<file path="src/rtl/ex_muldiv_unit_pkg.sv">
// ex_muldiv_unit_pkg: shared state codes and step count for the EX multiply/divide unit
package ex_muldiv_unit_pkg;
  localparam int MD_STEPS = 32;
  localparam int MD_CNT_W = $clog2(MD_STEPS);
  typedef enum logic [1:0] {
    MD_IDLE = 2'd0,
    MD_CALC = 2'd1,
    MD_SIGN = 2'd2
  } md_state_t;
endpackage

</file>
<file path="src/rtl/ex_muldiv_unit_step_core.sv">
// ex_muldiv_unit_step_core: one combinational add-shift (mult) or trial-subtract-shift (div) iteration
module md_step_core #(
  parameter int WIDTH = 32
) (
  input  logic             is_mult,
  input  logic [WIDTH-1:0] acc,
  input  logic [WIDTH-1:0] q,
  input  logic [WIDTH-1:0] b,
  output logic [WIDTH-1:0] acc_n,
  output logic [WIDTH-1:0] q_n
);
  logic [WIDTH:0] sum, rem_t, diff;
  always_comb begin
    sum   = {1'b0, acc} + (q[0] ? {1'b0, b} : '0);
    rem_t = {acc, q[WIDTH-1]};
    diff  = rem_t - {1'b0, b};
    acc_n = is_mult ? sum[WIDTH:1] : (diff[WIDTH] ? rem_t[WIDTH-1:0] : diff[WIDTH-1:0]);
    q_n   = is_mult ? {sum[0], q[WIDTH-1:1]} : {q[WIDTH-2:0], ~diff[WIDTH]};
  end
endmodule

</file>
<file path="src/rtl/ex_muldiv_unit.sv">
// ex_muldiv_unit: 33-cycle multiply/divide unit with HI/LO registers and mthi/mtlo writes
module ex_muldiv_unit
  import ex_muldiv_unit_pkg::*;
#(
  parameter int WIDTH = 32
) (
  input  logic             clk,
  input  logic             rst,
  input  logic             clr,
  input  logic             start,
  input  logic             md_is_mult,
  input  logic             md_is_unsigned,
  input  logic [WIDTH-1:0] op_a,
  input  logic [WIDTH-1:0] op_b,
  input  logic             lhr_wen,
  input  logic             lhr_is_hi,
  input  logic [WIDTH-1:0] lhr_wdata,
  output logic             busy,
  output logic             done,
  output logic [WIDTH-1:0] hi,
  output logic [WIDTH-1:0] lo
);
  md_state_t state, state_n;
  logic [MD_CNT_W-1:0] cnt;
  logic [WIDTH-1:0] acc, q, b, acc_n, q_n, a_mag, b_mag, quo, rem, hi_res, lo_res;
  logic [2*WIDTH-1:0] prod, prod_f;
  logic mult, neg_q, neg_r, sa, sb, launch, finish;
  md_step_core #(.WIDTH(WIDTH)) u_step (
    .is_mult(mult),
    .acc(acc),
    .q(q),
    .b(b),
    .acc_n(acc_n),
    .q_n(q_n)
  );
  assign busy   = state != MD_IDLE;
  assign launch = state == MD_IDLE && start && !clr;
  assign finish = state == MD_SIGN && !clr;
  always_comb begin
    state_n = clr ? MD_IDLE
            : state == MD_IDLE ? (start ? MD_CALC : MD_IDLE)
            : state == MD_CALC ? (cnt == '0 ? MD_SIGN : MD_CALC)
            : MD_IDLE;
  end
  always_ff @(posedge clk) state <= rst ? MD_IDLE : state_n;
  always_comb begin
    sa     = !md_is_unsigned && op_a[WIDTH-1];
    sb     = !md_is_unsigned && op_b[WIDTH-1];
    a_mag  = sa ? -op_a : op_a;
    b_mag  = sb ? -op_b : op_b;
    prod   = {acc, q};
    prod_f = neg_q ? -prod : prod;
    // divide by zero leaves acc = |a|, so the remainder fix-up alone restores HI = op_a
    quo    = b == '0 ? '1 : (neg_q ? -q : q);
    rem    = neg_r ? -acc : acc;
    hi_res = mult ? prod_f[2*WIDTH-1:WIDTH] : rem;
    lo_res = mult ? prod_f[WIDTH-1:0] : quo;
  end
  always_ff @(posedge clk) begin
    if (rst) begin
      cnt   <= '0;
      acc   <= '0;
      q     <= '0;
      b     <= '0;
      mult  <= 1'b0;
      neg_q <= 1'b0;
      neg_r <= 1'b0;
      done  <= 1'b0;
      hi    <= '0;
      lo    <= '0;
    end else begin
      done <= finish;
      if (launch) begin
        cnt   <= MD_CNT_W'(MD_STEPS - 1);
        acc   <= '0;
        q     <= a_mag;
        b     <= b_mag;
        mult  <= md_is_mult;
        neg_q <= sa ^ sb;
        neg_r <= sa && !md_is_mult;
      end else if (state == MD_CALC) begin
        cnt <= cnt - 1'b1;
        acc <= acc_n;
        q   <= q_n;
      end
      if (finish) begin
        hi <= hi_res;
        lo <= lo_res;
      end else if (state == MD_IDLE && lhr_wen && !start && !clr) begin
        if (lhr_is_hi) hi <= lhr_wdata;
        else lo <= lhr_wdata;
      end
    end
  end
endmodule

</file>
<file path="config.mk">
export PLATFORM = sky130hd
export DESIGN_NAME = ex_muldiv_unit
export DESIGN_NICKNAME = d
export VERILOG_FILES = /design/src/rtl/ex_muldiv_unit_pkg.sv /design/src/rtl/ex_muldiv_unit_step_core.sv /design/src/rtl/ex_muldiv_unit.sv
export SDC_FILE = /design/constraint.sdc
export NUM_CORES = 1
export LEC_CHECK = 0
export BUFFER_PORTS_ARGS = -buffer_cell sky130_fd_sc_hd__buf_4
export CAP_MARGIN = 20
export CORE_MARGIN = 10
export CORE_UTILIZATION = 60
export DETAILED_ROUTE_END_ITERATION = 7
export PLACE_DENSITY = 0.81
export RECOVER_POWER = 100
export SLEW_MARGIN = 20
export SYNTH_ARGS = -nofsm -noshare
export SYNTH_HDL_FRONTEND = slang
export SYNTH_SLANG_ARGS = --single-unit
</file>
<file path="constraint.sdc">
create_clock -name clk -period 4 [get_ports clk]
set_input_delay 0.8 -clock clk [delete_from_list [all_inputs] [get_ports clk]]
set_output_delay 0.8 -clock clk [all_outputs]
set_load 0.01 [all_outputs]
</file>
==> Implementation_results.wiki <==
{| class="wikitable"
! Metric !! Value
|-
| Mean area per synthesized cell || approximately 7.4 sq um
|-
| Net switching power of the design || 0.00189 W
|-
| Final Max Slew Viols || between 200 and 250
|-
| Max Buffers Root-to-Sink || 2
|-
| Primary FF master, synth || dfxtp_1
|-
| Non-Filler Cell Area, Final || approximately 0.016 sq mm
|-
| Floorplan core area || approximately 0.023 sq mm
|-
| DR vias/cell || around 6.5
|-
| Violations in the final reports || max-capacitance violations, max-slew violations
|-
| Drt first-iter violations || between 2000 and 2500
|-
| Combinational cell fraction of total power || 30.9%
|-
| Number of standard cells after synthesis || approximately 1900
|-
| Total of endpoints with negative setup slack in the final report || 0
|-
| Die width || 171 microns
|-
| All-layer global routing usage || between 30% and 40%
|-
| Count of TritonRoute iterations in the first routing pass || 6
|-
| Yosys cell types || 75
|-
| Pin count of the biggest net entering global routing || between 100 and 150
|-
| Antenna viol nets, final || 0
|-
| Number of enable-type register cells in the synthesized netlist || 0
|-
| Type of the worst setup path || reg2reg
|-
| Critical Path Most Common Cell || a21oi_1
|-
| Top achievable clock speed || between 200 and 300 MHz
|-
| Mapped Nets || roughly 2000
|-
| Startpoint class of the critical path || flip-flop
|-
| Layout cell share with drive strength beyond 1 || between 10% and 20%
|-
| Clock-pin slew on the worst setup and hold paths || approximately 0.070 ns
|-
| Routed vias || 15000
|-
| Fillcell total || approximately 2000
|-
| Synthesized cell area || around 0.014 sq mm
|-
| CP Cell Sequence || ha_1 > fa_1 > nand2b_1 > a21oi_1 > o21ai_0 > a21oi_1 > o21ai_1 > a211oi_1 > or3_1 > nand2_1 > buf_4 > o311ai_0 > a22o_1
|-
| Max transition margin || -43.6%
|-
| Setup fix buffers added after clock tree synthesis || 0
|-
| Slew at the pin closest to its max-slew limit || 2.15 ns
|-
| Instance area after placement || 0.0154 sq mm
|-
| Number of maximum-capacitance constraint violations || 2
|-
| Required time worst endpoint || between 4 and 5 ns
|-
| Share of synthesized registers carrying an async set or reset || 0%
|-
| Share of total power in the clock network || between 30% and 40%
|-
| CP Max Fanout || 9
|-
| Largest delay share family, worst path || compound AO/OA/AOI/OAI gates
|-
| Post-detailed-route wirelength per cell || roughly 21 microns
|-
| Sequential area share after synthesis || between 20% and 30%
|-
| Std-Cell Rows || 55
|-
| WP data arrival || 4.20 ns
|-
| Run status || complete, but fails checks
|-
| Classification of the worst-slack hold path || reg2reg
|-
| Count of input and output buffers || approximately 170
|-
| Register bit count reported by yosys || approximately 170
|-
| Combined buffer and inverter count along the critical path || 1
|-
| DR DRC count || 0
|-
| Net switching fraction of the power || between 30% and 40%
|-
| Worst hold stages || 2
|-
| Sequential power share || between 30% and 40%
|-
| Longest individual stage delay on the worst path || approximately 0.45 ns
|-
| RSZ-0062 raised after global routing || false
|-
| I/O pin cnt || 170
|-
| Clock insertion delay at the later pin of the skew report || 0.43 ns
|-
| Number of global-route vias before repair || 13800
|-
| Starting utilization of the core area || roughly 60%
|-
| Number of failing hold endpoints at the final stage || 0
|-
| Power per cell area || 336 mW/mm^2
|-
| TritonCTS sink count || around 170
|-
| Global-route wire length before repair || roughly 75 mm
|-
| CTS HTree Levels || 4
|-
| Final period utilization || 95.5%
|-
| Diode count || 0
|-
| CTS tree || yes
|-
| Clock buffer count from CTS || 17
|-
| Vert. Die Dim || 171 microns
|-
| Count of nets after finishing || approximately 2200
|-
| Depth of the critical timing path with buffers and inverters included || 13
|-
| Area of the die || 0.0294 sq mm
|-
| VDD IR-drop max || roughly 0.23 mV
|-
| LEAKAGE || 5.96 nW
|-
| GP Congestion || between 1 and 1.5
|-
| CP endpoint kind || flip-flop
|-
| Detailed placer's ending HPWL || approximately 37 mm
|-
| Clock Skews || between 0.01 and 0.015 ns
|-
| Synthesis warning total || 0
|-
| WL final || 48.3 mm
|-
| Leftover overflow at the end of global routing || 0
|-
| Setup TNS Final || 0 ns
|-
| Depth of the most critical reg-to-reg path || 13
|-
| Cell type of the slowest stage on the worst timing path || a211oi_1
|-
| CTS Root Buffer Type || clkbuf_16
|-
| Number of antenna violations at the first check in global routing || 0
|-
| Internal power || approximately 0.0034 W
|-
| Area delta synth->final || 14.1%
|-
| Final critical delay including setup and external delays || 3.82 ns
|}
-- registers in the layout, indices dropped and copies added (netlist names) --
signal / cells
lo: 32
neg_r: 1
mult: 1
state: 2
neg_q: 1
hi: 32
q: 32
b: 32
cnt: 5
done: 1
acc: 32
-- final timing paths --
path / start / to / slack, ns
max reg2reg: b[0]$_SDFFE_PP0P_ / acc[20]$_SDFFE_PP0P_ / 0.18
min reg2reg: lo[22]$_SDFFE_PP0P_ / lo[22]$_SDFFE_PP0P_ / 0.45
min: lo[22]$_SDFFE_PP0P_ / lo[22]$_SDFFE_PP0P_ / 0.45
max: b[0]$_SDFFE_PP0P_ / acc[20]$_SDFFE_PP0P_ / 0.18
-- Yosys cell counts, types with 24 or more instances --
cell type  instances  area [sq um]
nor2_1           239           897
a21oi_1          177           886
dfxtp_1          171          3420
nand2_1          163           612
o21ai_0          118           591
clkbuf_1         106           398
a211oi_1         101           758
xnor2_1           98           858
ha_1              70           876
xor2_1            65           569
inv_1             57           214
nor3_1            41           205
mux2i_1           35           350
nand3_1           31           155
a21o_1            29           218
nor4_1            27           169
or3_1             26           163
o221ai_1          25           219
o31ai_1           24           180
-- metal layers --
metal	share of wire, %	wire length [microns]	vias to the layer above	global-route usage [%]
met2	44	21100	813	47.7
met4	3.5	1690	0	11.0
met5	0	0	-	0
met1	43	20600	6939	43.5
met3	10	4900	115	6.90
li1	-	-	7116	-
-- final cells by class --
type / instances / area (sq um) / share of cell area [%]
flip-flops and latches: 171 / 3430 / 21.8
repair buffers: 231 / 1460 / 9.27
multi-input cells: 1514 / 9660 / 61.5
well taps: 285 / 357 / 2.27
clock inverters: 12 / 149 / 0.948
inverters: 58 / 218 / 1.39
clock buffers: 19 / 443 / 2.82
-- power by group through the flow --
stage          registers (W)  logic [W]  clock network, W
6_report             0.00192    0.00163           0.00172
5_1_grt              0.00193    0.00176           0.00181
4_1_cts              0.00192    0.00161           0.00172
3_5_place_dp         0.00196    0.00160                 0
3_3_place_gp         0.00195    0.00157                 0
2_1_floorplan        0.00191    0.00108                 0
-- worst min-delay path, delay by kind of cell (launching register included) --
kind,cells,cell delay [ns]
AOI/OAI and AO/OA,1,0.05
DFF,1,0.31
and+or+nand+nor,1,0.05
-- stage by stage --
| step | hold WS, ns | util [%] | power (W) | setup WS, ns | instances |
|---|---|---|---|---|---|
| 6_report | 0.453 | 69.6 | 0.00528 | 0.181 | 2290 |
| 2_1_floorplan | 0.449 | - | 0.00300 | 0.681 | 1866 |
| 3_3_place_gp | 0.443 | 68.2 | 0.00352 | 0.321 | 2259 |
| 5_1_grt | 0.479 | 69.6 | 0.00551 | 0.0280 | 2290 |
| 4_1_cts | 0.453 | 70.8 | 0.00525 | 0.229 | 2290 |
| 3_5_place_dp | 0.445 | 68.2 | 0.00355 | 0.255 | 2259 |
-- cell usage in the layout (no fill, tap or decap), types with 6 or more instances in the layout --
master       n
a2111oi_0   15
a211oi_1   102
a21o_1      29
a21oi_1    177
a22o_1      10
a311oi_1    10
a31oi_1     14
buf_4      154
clkbuf_1    72
clkbuf_16   17
dfxtp_1    169
ha_1        70
inv_1       57
inv_6        6
mux2i_1     35
nand2_1    163
nand2b_1    13
nand3_1     31
nand4_1     11
nor2_1     240
nor2b_1      9
nor3_1      41
nor4_1      27
o211ai_1    22
o21a_1       7
o21ai_0    119
o21bai_1     9
o221ai_1    25
o31ai_1     24
o41ai_1     11
or3_1       26
or4_1       12
xnor2_1     98
xor2_1      65
-- cells by family after synthesis --
family	after synthesis	share of synthesized area [%]
AO/OA/AOI/OAI	628	29.7
XOR/XNOR	163	10.4
adder cells (fa/ha/maj)	72	6.66
buffers and inverters	181	5.00
flip-flops	171	24.9
multiplexers	35	2.55
AND/OR/NAND/NOR	616	20.8
-- timing repair --
action / CTS / global route
hold buffers: 0 / 0
endpoints found under the setup margin: 0 / 6
resized for setup: 0 / 3
Note: power is estimated with default switching activity, not from simulation.
